--- src/rtl/exu_wb_buffer.sv ---
// Two-entry FIFO between the ALU and writeback with registered head outputs and flush.
// Optional operand bypass lookup is enabled by defining EXU_WB_BYPASS_EN.
module exu_wb_buffer #(
    parameter int XLEN   = 32,
    parameter int REG_AW = 5
) (
    input  logic              clk,
    input  logic              rst,
    input  logic              flush,
    input  logic              in_valid,
    output logic              in_ready,
    input  logic [REG_AW-1:0] in_rd,
    input  logic              in_wen,
    input  logic [XLEN-1:0]   in_result,
    input  logic [XLEN-1:0]   in_pc,
    output logic              out_valid,
    input  logic              out_ready,
    output logic [REG_AW-1:0] out_rd,
    output logic              out_wen,
    output logic [XLEN-1:0]   out_result,
    output logic [XLEN-1:0]   out_pc,
    output logic [1:0]        count
`ifdef EXU_WB_BYPASS_EN
   ,input  logic [REG_AW-1:0] rs1_addr,
    input  logic [REG_AW-1:0] rs2_addr,
    output logic              rs1_hit,
    output logic              rs2_hit,
    output logic [XLEN-1:0]   rs1_data,
    output logic [XLEN-1:0]   rs2_data
`endif
);

    typedef struct packed {
        logic [REG_AW-1:0] rd;
        logic              wen;
        logic [XLEN-1:0]   result;
        logic [XLEN-1:0]   pc;
    } entry_t;

    localparam int ENTRY_W = $bits(entry_t);

    entry_t      slot_r [2];
    entry_t      slot_s [2];
    entry_t      head_r;
    entry_t      in_entry_s;
    logic        rptr_r, wptr_r, rptr_s, wptr_s;
    logic [1:0]  count_r, count_s;
    logic        out_valid_r, in_ready_r;
    logic        push_s, pop_s;

    assign push_s = in_valid & in_ready_r;
    assign pop_s  = out_valid_r & out_ready;

    // x0 is hardwired, so an entry targeting it never requests a write
    assign in_entry_s.rd     = in_rd;
    assign in_entry_s.wen    = in_wen & (in_rd != {REG_AW{1'b0}});
    assign in_entry_s.result = in_result;
    assign in_entry_s.pc     = in_pc;

    // Next-state: slot writes, pointer advance and occupancy; flush overrides everything
    always_comb begin
        slot_s[0] = slot_r[0];
        slot_s[1] = slot_r[1];
        rptr_s    = rptr_r;
        wptr_s    = wptr_r;
        count_s   = count_r;
        if (flush) begin
            rptr_s  = 1'b0;
            wptr_s  = 1'b0;
            count_s = 2'd0;
        end else begin
            if (push_s) begin
                slot_s[wptr_r] = in_entry_s;
                wptr_s         = ~wptr_r;
            end else begin
                wptr_s = wptr_r;
            end
            if (pop_s) begin
                rptr_s = ~rptr_r;
            end else begin
                rptr_s = rptr_r;
            end
            count_s = count_r + {1'b0, push_s} - {1'b0, pop_s};
        end
    end

    // State and registered outputs; the head register holds its value while empty
    always_ff @(posedge clk) begin
        if (rst) begin
            slot_r[0]   <= {ENTRY_W{1'b0}};
            slot_r[1]   <= {ENTRY_W{1'b0}};
            head_r      <= {ENTRY_W{1'b0}};
            rptr_r      <= 1'b0;
            wptr_r      <= 1'b0;
            count_r     <= 2'd0;
            out_valid_r <= 1'b0;
            in_ready_r  <= 1'b1;
        end else begin
            slot_r[0]   <= slot_s[0];
            slot_r[1]   <= slot_s[1];
            rptr_r      <= rptr_s;
            wptr_r      <= wptr_s;
            count_r     <= count_s;
            out_valid_r <= (count_s != 2'd0);
            in_ready_r  <= (count_s != 2'd2);
            if (count_s != 2'd0) begin
                head_r <= slot_s[rptr_s];
            end else begin
                head_r <= head_r;
            end
        end
    end

    assign in_ready   = in_ready_r;
    assign out_valid  = out_valid_r;
    assign out_rd     = head_r.rd;
    assign out_wen    = head_r.wen;
    assign out_result = head_r.result;
    assign out_pc     = head_r.pc;
    assign count      = count_r;

`ifdef EXU_WB_BYPASS_EN
    entry_t young_s, old_s;

    // The most recently written slot sits just behind the write pointer
    assign young_s = slot_r[~wptr_r];
    assign old_s   = slot_r[rptr_r];

    function automatic logic [XLEN:0] lookup(input logic [REG_AW-1:0] addr,
                                             input logic [1:0]        cnt,
                                             input entry_t            young,
                                             input entry_t            old);
        logic [XLEN:0] res;
        res = {1'b0, {XLEN{1'b0}}};
        if (addr == {REG_AW{1'b0}}) begin
            res = {1'b0, {XLEN{1'b0}}};
        end else if ((cnt != 2'd0) && young.wen && (young.rd == addr)) begin
            res = {1'b1, young.result};
        end else if ((cnt == 2'd2) && old.wen && (old.rd == addr)) begin
            res = {1'b1, old.result};
        end else begin
            res = {1'b0, {XLEN{1'b0}}};
        end
        return res;
    endfunction

    // Bypass lookup uses only stored state, so a flush-cycle lookup sees pre-flush contents
    always_comb begin
        {rs1_hit, rs1_data} = lookup(rs1_addr, count_r, young_s, old_s);
        {rs2_hit, rs2_data} = lookup(rs2_addr, count_r, young_s, old_s);
    end
`endif

endmodule

--- config.mk ---
export PLATFORM = sky130hd
export DESIGN_NAME = exu_wb_buffer
export DESIGN_NICKNAME = d
export VERILOG_FILES = /design/src/rtl/exu_wb_buffer.sv
export SDC_FILE = /design/constraint.sdc
export NUM_CORES = 1
export LEC_CHECK = 0
export ABC_AREA = 1
export CORE_MARGIN = 2
export CORE_UTILIZATION = 53
export DETAILED_ROUTE_END_ITERATION = 12
export GPL_TIMING_DRIVEN = 0
export PLACE_DENSITY = 0.79
export SKIP_LAST_GASP = 1
export SYNTH_ARGS = -nofsm -noshare
export SYNTH_HDL_FRONTEND = slang
export SYNTH_SLANG_ARGS = --single-unit
--- constraint.sdc ---
create_clock -name clk -period 2.7 [get_ports clk]
set_clock_uncertainty 0.15 [all_clocks]
set_input_delay 0.54 -clock clk [delete_from_list [all_inputs] [get_ports clk]]
set_output_delay 0.54 -clock clk [all_outputs]
set_load 0.005 [all_outputs]
# After elaboration in Yosys (flattened, before gate mapping)
# Memory sizes are Yosys's and may differ from the RTL's.
# Index checks and enable logic that the tools add are counted.
# totals
register_bits	76
ram_bits	140
inputBits	75
output_inout_bits	74
elab_cells	45
mem_count	1
# mem_list
name	words	word_bits	read_ports	rd_ports_with_merged_regs	wr	line	text
slot_r	2	70	2	0	2	42	entry_t slot_r [2];
# op_classes
addsub	2
order_cmp	3
eq_ne	1
muxes	16
n_bitwise	9
reduce_logical	4
# op_table
op	count
two-way mux 70 bit	6
two-way mux 140 bit	2
bitwise mux 140 bit	1
demux 70 bit (select 1 bit)	1
two-way mux 1 bit	5
nonzero test 5 bit	1
greater-or-equal comparator 2 bit, second input constant	2
NOT 1 -> 2 bit	2
bitwise AND 1 bit	3
adder 2 x 1 -> 2 bit	1
less-than comparator 2 x 1 -> 1 bit, second input constant	1
two-way mux 2 bit	1
inequality test 2 bit, second input constant	1
NOT 1 bit	2
bitwise OR 1 bit	2
nonzero test 2 bit	1
OR reduction 2 bit	1
subtractor 2 x 1 -> 2 bit	1
logical AND 1 bit	1

# Logic depth before layout (Yosys ltp)
# depth
word_depth	11
depth_mapped	14

# Worst setup path before layout
# OpenSTA, ideal clock, no wires.
# synth_path
path_kind	in2reg
startpoint	input out_ready
endpoint	register head_r, in the netlist out_pc[11]
setup_time_ns	0.112
arrival_ns	1.863
required_time_ns	2.438
path_slack_ns	0.575
stages	13
n_path_buf	2
cell_sequence	nand2_1 -> inv_1 -> ha_1 -> inv_1 -> ha_1 -> nand2_4 -> nor2_2 -> inv_2 -> nand2_2 -> buf_6 -> buf_2 -> nand2_1 -> nand2_1
# synth_between
elab_chain_cells	7
elab_cells_between_ends	10
cone_classes	1 x add/sub; 6 x mux; 2 x bitwise; 1 x reduce/logical
# synth_rtl
element	line	text
from (decl)	17	input logic out_ready,
bitwise AND 1 bit (*)	52	assign pop_s = out_valid_r & out_ready;
two-way mux 1 bit	78	if (pop_s) begin
two-way mux 1 bit	67	if (flush) begin
NOT 1 -> 2 bit (not written as such)	107	head_r <= slot_s[rptr_s];
two-way mux 70 bit (not written as such) (3 in series)	107	
to (signal assigned)	92	head_r <= {ENTRY_W{1'b0}};
to (signal assigned)	107	
to (signal assigned)	109	head_r <= head_r;
to (decl)	44	entry_t head_r;
# Mark *: on every way between the ends. The rest lies on a longest branch, timed or not. The select of a mux whose other input is x is not followed.
# A chain may end at the register's enable or synchronous reset.

# Final worst setup path
# layout_path
startpoint	input in_valid
endpoint	register head_r, in the netlist out_pc[21]
# layout_between
elab_chain_cells	6
elab_cells_between_ends	10
cone_classes	2 x add/sub; 6 x mux; 1 x bitwise; 1 x reduce/logical
# layout_rtl
element	line	text
from (decl)	10	input logic in_valid,
bitwise AND 1 bit (*)	51	assign push_s = in_valid & in_ready_r;
parallel branches: the longest is 5 deep, another holds adder 2 x 1 -> 2 bit	-	
# Mark *: on every way between the ends. The select of a mux whose other input is x is not followed.

==> impl_metrics.py <==
metrics = {
    "global_routing": {
        "grt_pass1_wl_um": 38500,
        "grt_use_total_pct": 26.3,
        "grt_max_degree": 15,
        "busiest_layer": "met2",
        "antenna_found_initial": 0,
        "use_met1_pct": 34.4,
        "grt_pass1_vias": 7968,
        "met3_usage_pct": 3.85,
        "grt_overflow_total": 0,
        "grtUsageMet2_pct": 44.0,
    },
    "detailed_routing": {
        "vias": 8411,
        "drt_pass1_iterations": 5,
        "wl_per_cell_um": 13.9,
        "drtIter0Drc": 452,
        "avgViaCountPerCell": 4.92,
        "drc": 0,
        "ant_nets": 0,
        "wl_um": 23800,
    },
    "critical_path": {
        "required_ps": 2990,
        "cp-start-kind": "input pin",
        "worstPathArrival_ps": 2760,
        "cp-end-kind": "flop",
        "crit_fanout": 10,
        "critPathKind": "in -> reg",
    },
    "cells_and_area": {
        "fin_nets": 1551,
        "n_fill_cell": 1438,
        "postLayoutCellArea_sq_um": 11500,
        "diodes": 0,
        "drive_above_1_share_pct": 7.26,
        "seq_area_sq_um": 4320,
        "multiInputGateArea_sq_um": 3540,
        "syn_to_final_growth_pct": 27.7,
    },
    "status": {
        "status": "finished, final reports clean",
    },
    "sta": {
        "finalSetupViolations": 0,
        "fmaxAchievable_mhz": 405,
        "timing.hold.ws_ps": 297,
        "final-hold-violation-count": 0,
        "rsz0062_at_grt": "false",
        "tightestPinTransition_ps": 618,
        "finalCritPeriodShare_pct": 91.4,
        "max-slew-margin-rel_pct": 58.8,
        "tns_ps": 0,
        "fin_crit_ps": 2470,
        "final_max_slew_viol_count": 0,
    },
    "power": {
        "power_leakage_uw": 0.00557,
        "peakVddDrop_v": 0.000465,
        "power.density_nw_per_um2": 672,
    },
    "die": {
        "initial_core_util_pct": 54.2,
        "dieHeight_um": 134,
        "die_w_um": 134,
        "core_area_sq_um": 16600,
        "die_area_sq_um": 18000,
        "pin_count": 149,
        "row_count": 47,
    },
    "clocking": {
        "cts_max_level": 1,
        "cts_made_buffers": 22,
        "cts_resized": 0,
        "holdBufCountCts": 0,
        "clkSlewWorstSetupHoldPaths_ps": 60,
        "post_cts_buffers": 0,
        "ctsLongestPathBuffers": 3,
        "cts_sinks": 216,
        "clk_latency_ps": 500,
        "cts_tree": "done",
        "clock-root-buffer": "clkbuf_16",
    },
    "place": {
        "port_buffers": 147,
        "globalplace.congestion": 0.857,
        "hpwl_um": 16600,
        "dpl_cell_area_sq_um": 10700,
    },
    "worst_hold_path": {
        "hold_path_class": "reg -> reg",
    },
    "yosys": {
        "seq_area_frac_synth_pct": 48.1,
        "synth.distinct_cells": 26,
        "syn_inst": 1303,
        "yosys_warnings": 0,
        "synth_area_sq_um": 8990,
        "ys_ff_latch": 216,
        "synth_nets": 1380,
        "synth_area_per_cell_sq_um": 6.90,
    },
    "run": {
        "drv_cap": 0,
    },
}
-- metal layers --
metal	up-vias	routed length (um)
li1	4277	-
met1	3799	10600
met2	273	10900
met3	62	1560
met4	0	775
met5	-	0
-- synth_stat cells --
cell type    n  share of area, %
a21oi_1      2              0.11
buf_2       26               1.4
buf_4        9              0.75
buf_6       17               2.1
buf_8        1              0.17
clkbuf_1    19              0.79
clkbuf_2     1             0.056
dfxtp_1    216                48
ha_1         2              0.28
inv_1      167               7.0
inv_2        3              0.13
inv_4        1             0.070
nand2_1    457                19
nand2_2      3              0.21
nand2_4      1              0.13
nand3_1     82               4.6
nand3_2      2              0.22
nand3_4      1              0.19
nand3b_1     4              0.33
nand4_1      1             0.070
nor2_1     153               6.4
nor2_2       2              0.14
nor2_4       2              0.25
o21ai_0     43               2.4
o21ai_1     85               4.7
o21ai_2      3              0.29
-- power breakdown --
group          internal, uW  switching [uW]  total (uW)
combinational           519             612        1130
clock                  1870            1240        3110
sequential             3390            80.4        3470
total                  5790            1930        7720
-- metrics by stage --
step | util (%) | total power, uW | setup slack (ps) | std cells
2_1_floorplan | - | 4150 | 575 | 1303
3_3_place_gp | 64.7 | 4640 | -262 | 1670
3_5_place_dp | 64.7 | 4660 | -286 | 1670
4_1_cts | 69.2 | 7750 | 224 | 1708
5_1_grt | 69.2 | 8030 | 119 | 1708
6_report | 69.2 | 7720 | 231 | 1708
-- layout make-up --
class	instances	area share [%]
buffer	73	4.18
clock buffer	30	5.68
clock inverter	8	0.806
inverter	171	5.61
multi-input combinational	843	30.8
sequential	216	37.7
tap	220	2.40
timing repair buffer	147	12.8
-- final timing paths --
check                           cells after the start       start         end  slack (ps)
worst max-delay path                               13    in_valid  out_pc[21]         230
worst min-delay path                                2  out_pc[12]  out_pc[12]         300
worst max register to register                     12    in_ready  out_pc[21]         390
worst min register to register                      2  out_pc[12]  out_pc[12]         300
-- placed cells by master, fill, tap and decap left out --
master           netlist  final
clkinv_2               0      5
buf_2                 26     26
dfxtp_1              216    216
buf_4                  9      9
bufinv_16              0      2
a21oi_1                2      2
nand2_4                1      1
clkbuf_1              19     21
clkdlybuf4s50_1        0    147
nand2_1              457    457
inv_1                167    167
ha_1                   2      2
nor2_2                 2      2
clkbuf_2               1      1
nand3_1               82     82
nand3_2                2      2
buf_6                 17     17
clkbuf_16              0     23
o21ai_0               43     43
nand3_4                1      1
nor2_1               153    153
buf_8                  1      1
inv_4                  1      1
nand2_2                3      3
o21ai_1               85     85
nor2_4                 2      2
clkinvlp_4             0      1
o21ai_2                3      3
nand4_1                1      1
nand3b_1               4      4
clkbuf_8               0      5
inv_2                  3      3
-- registers in the layout, indices dropped and copies added (netlist names), 2 cells and up --
signal and cells:
slot_r 140, out_pc 32, out_result 32, count 2
out_rd 5
-- kinds of logic after synthesis --
family	synth area share, %
buf+inv	12.5
flops	48.1
simple gates	31.6
compound gates	7.53
fa+ha+maj	0.278
-- worst max-delay path: stages --
cell and delay (ps):
clkdlybuf4s50_1 510, nand2_1 90, ha_1 280, inv_1 40
ha_1 300, nand2_4 90, nor2_2 120, inv_2 40
nand2_2 150, buf_6 170, buf_2 240, nand2_1 110
nand2_1 60
Power figures use the tool's default switching activity.
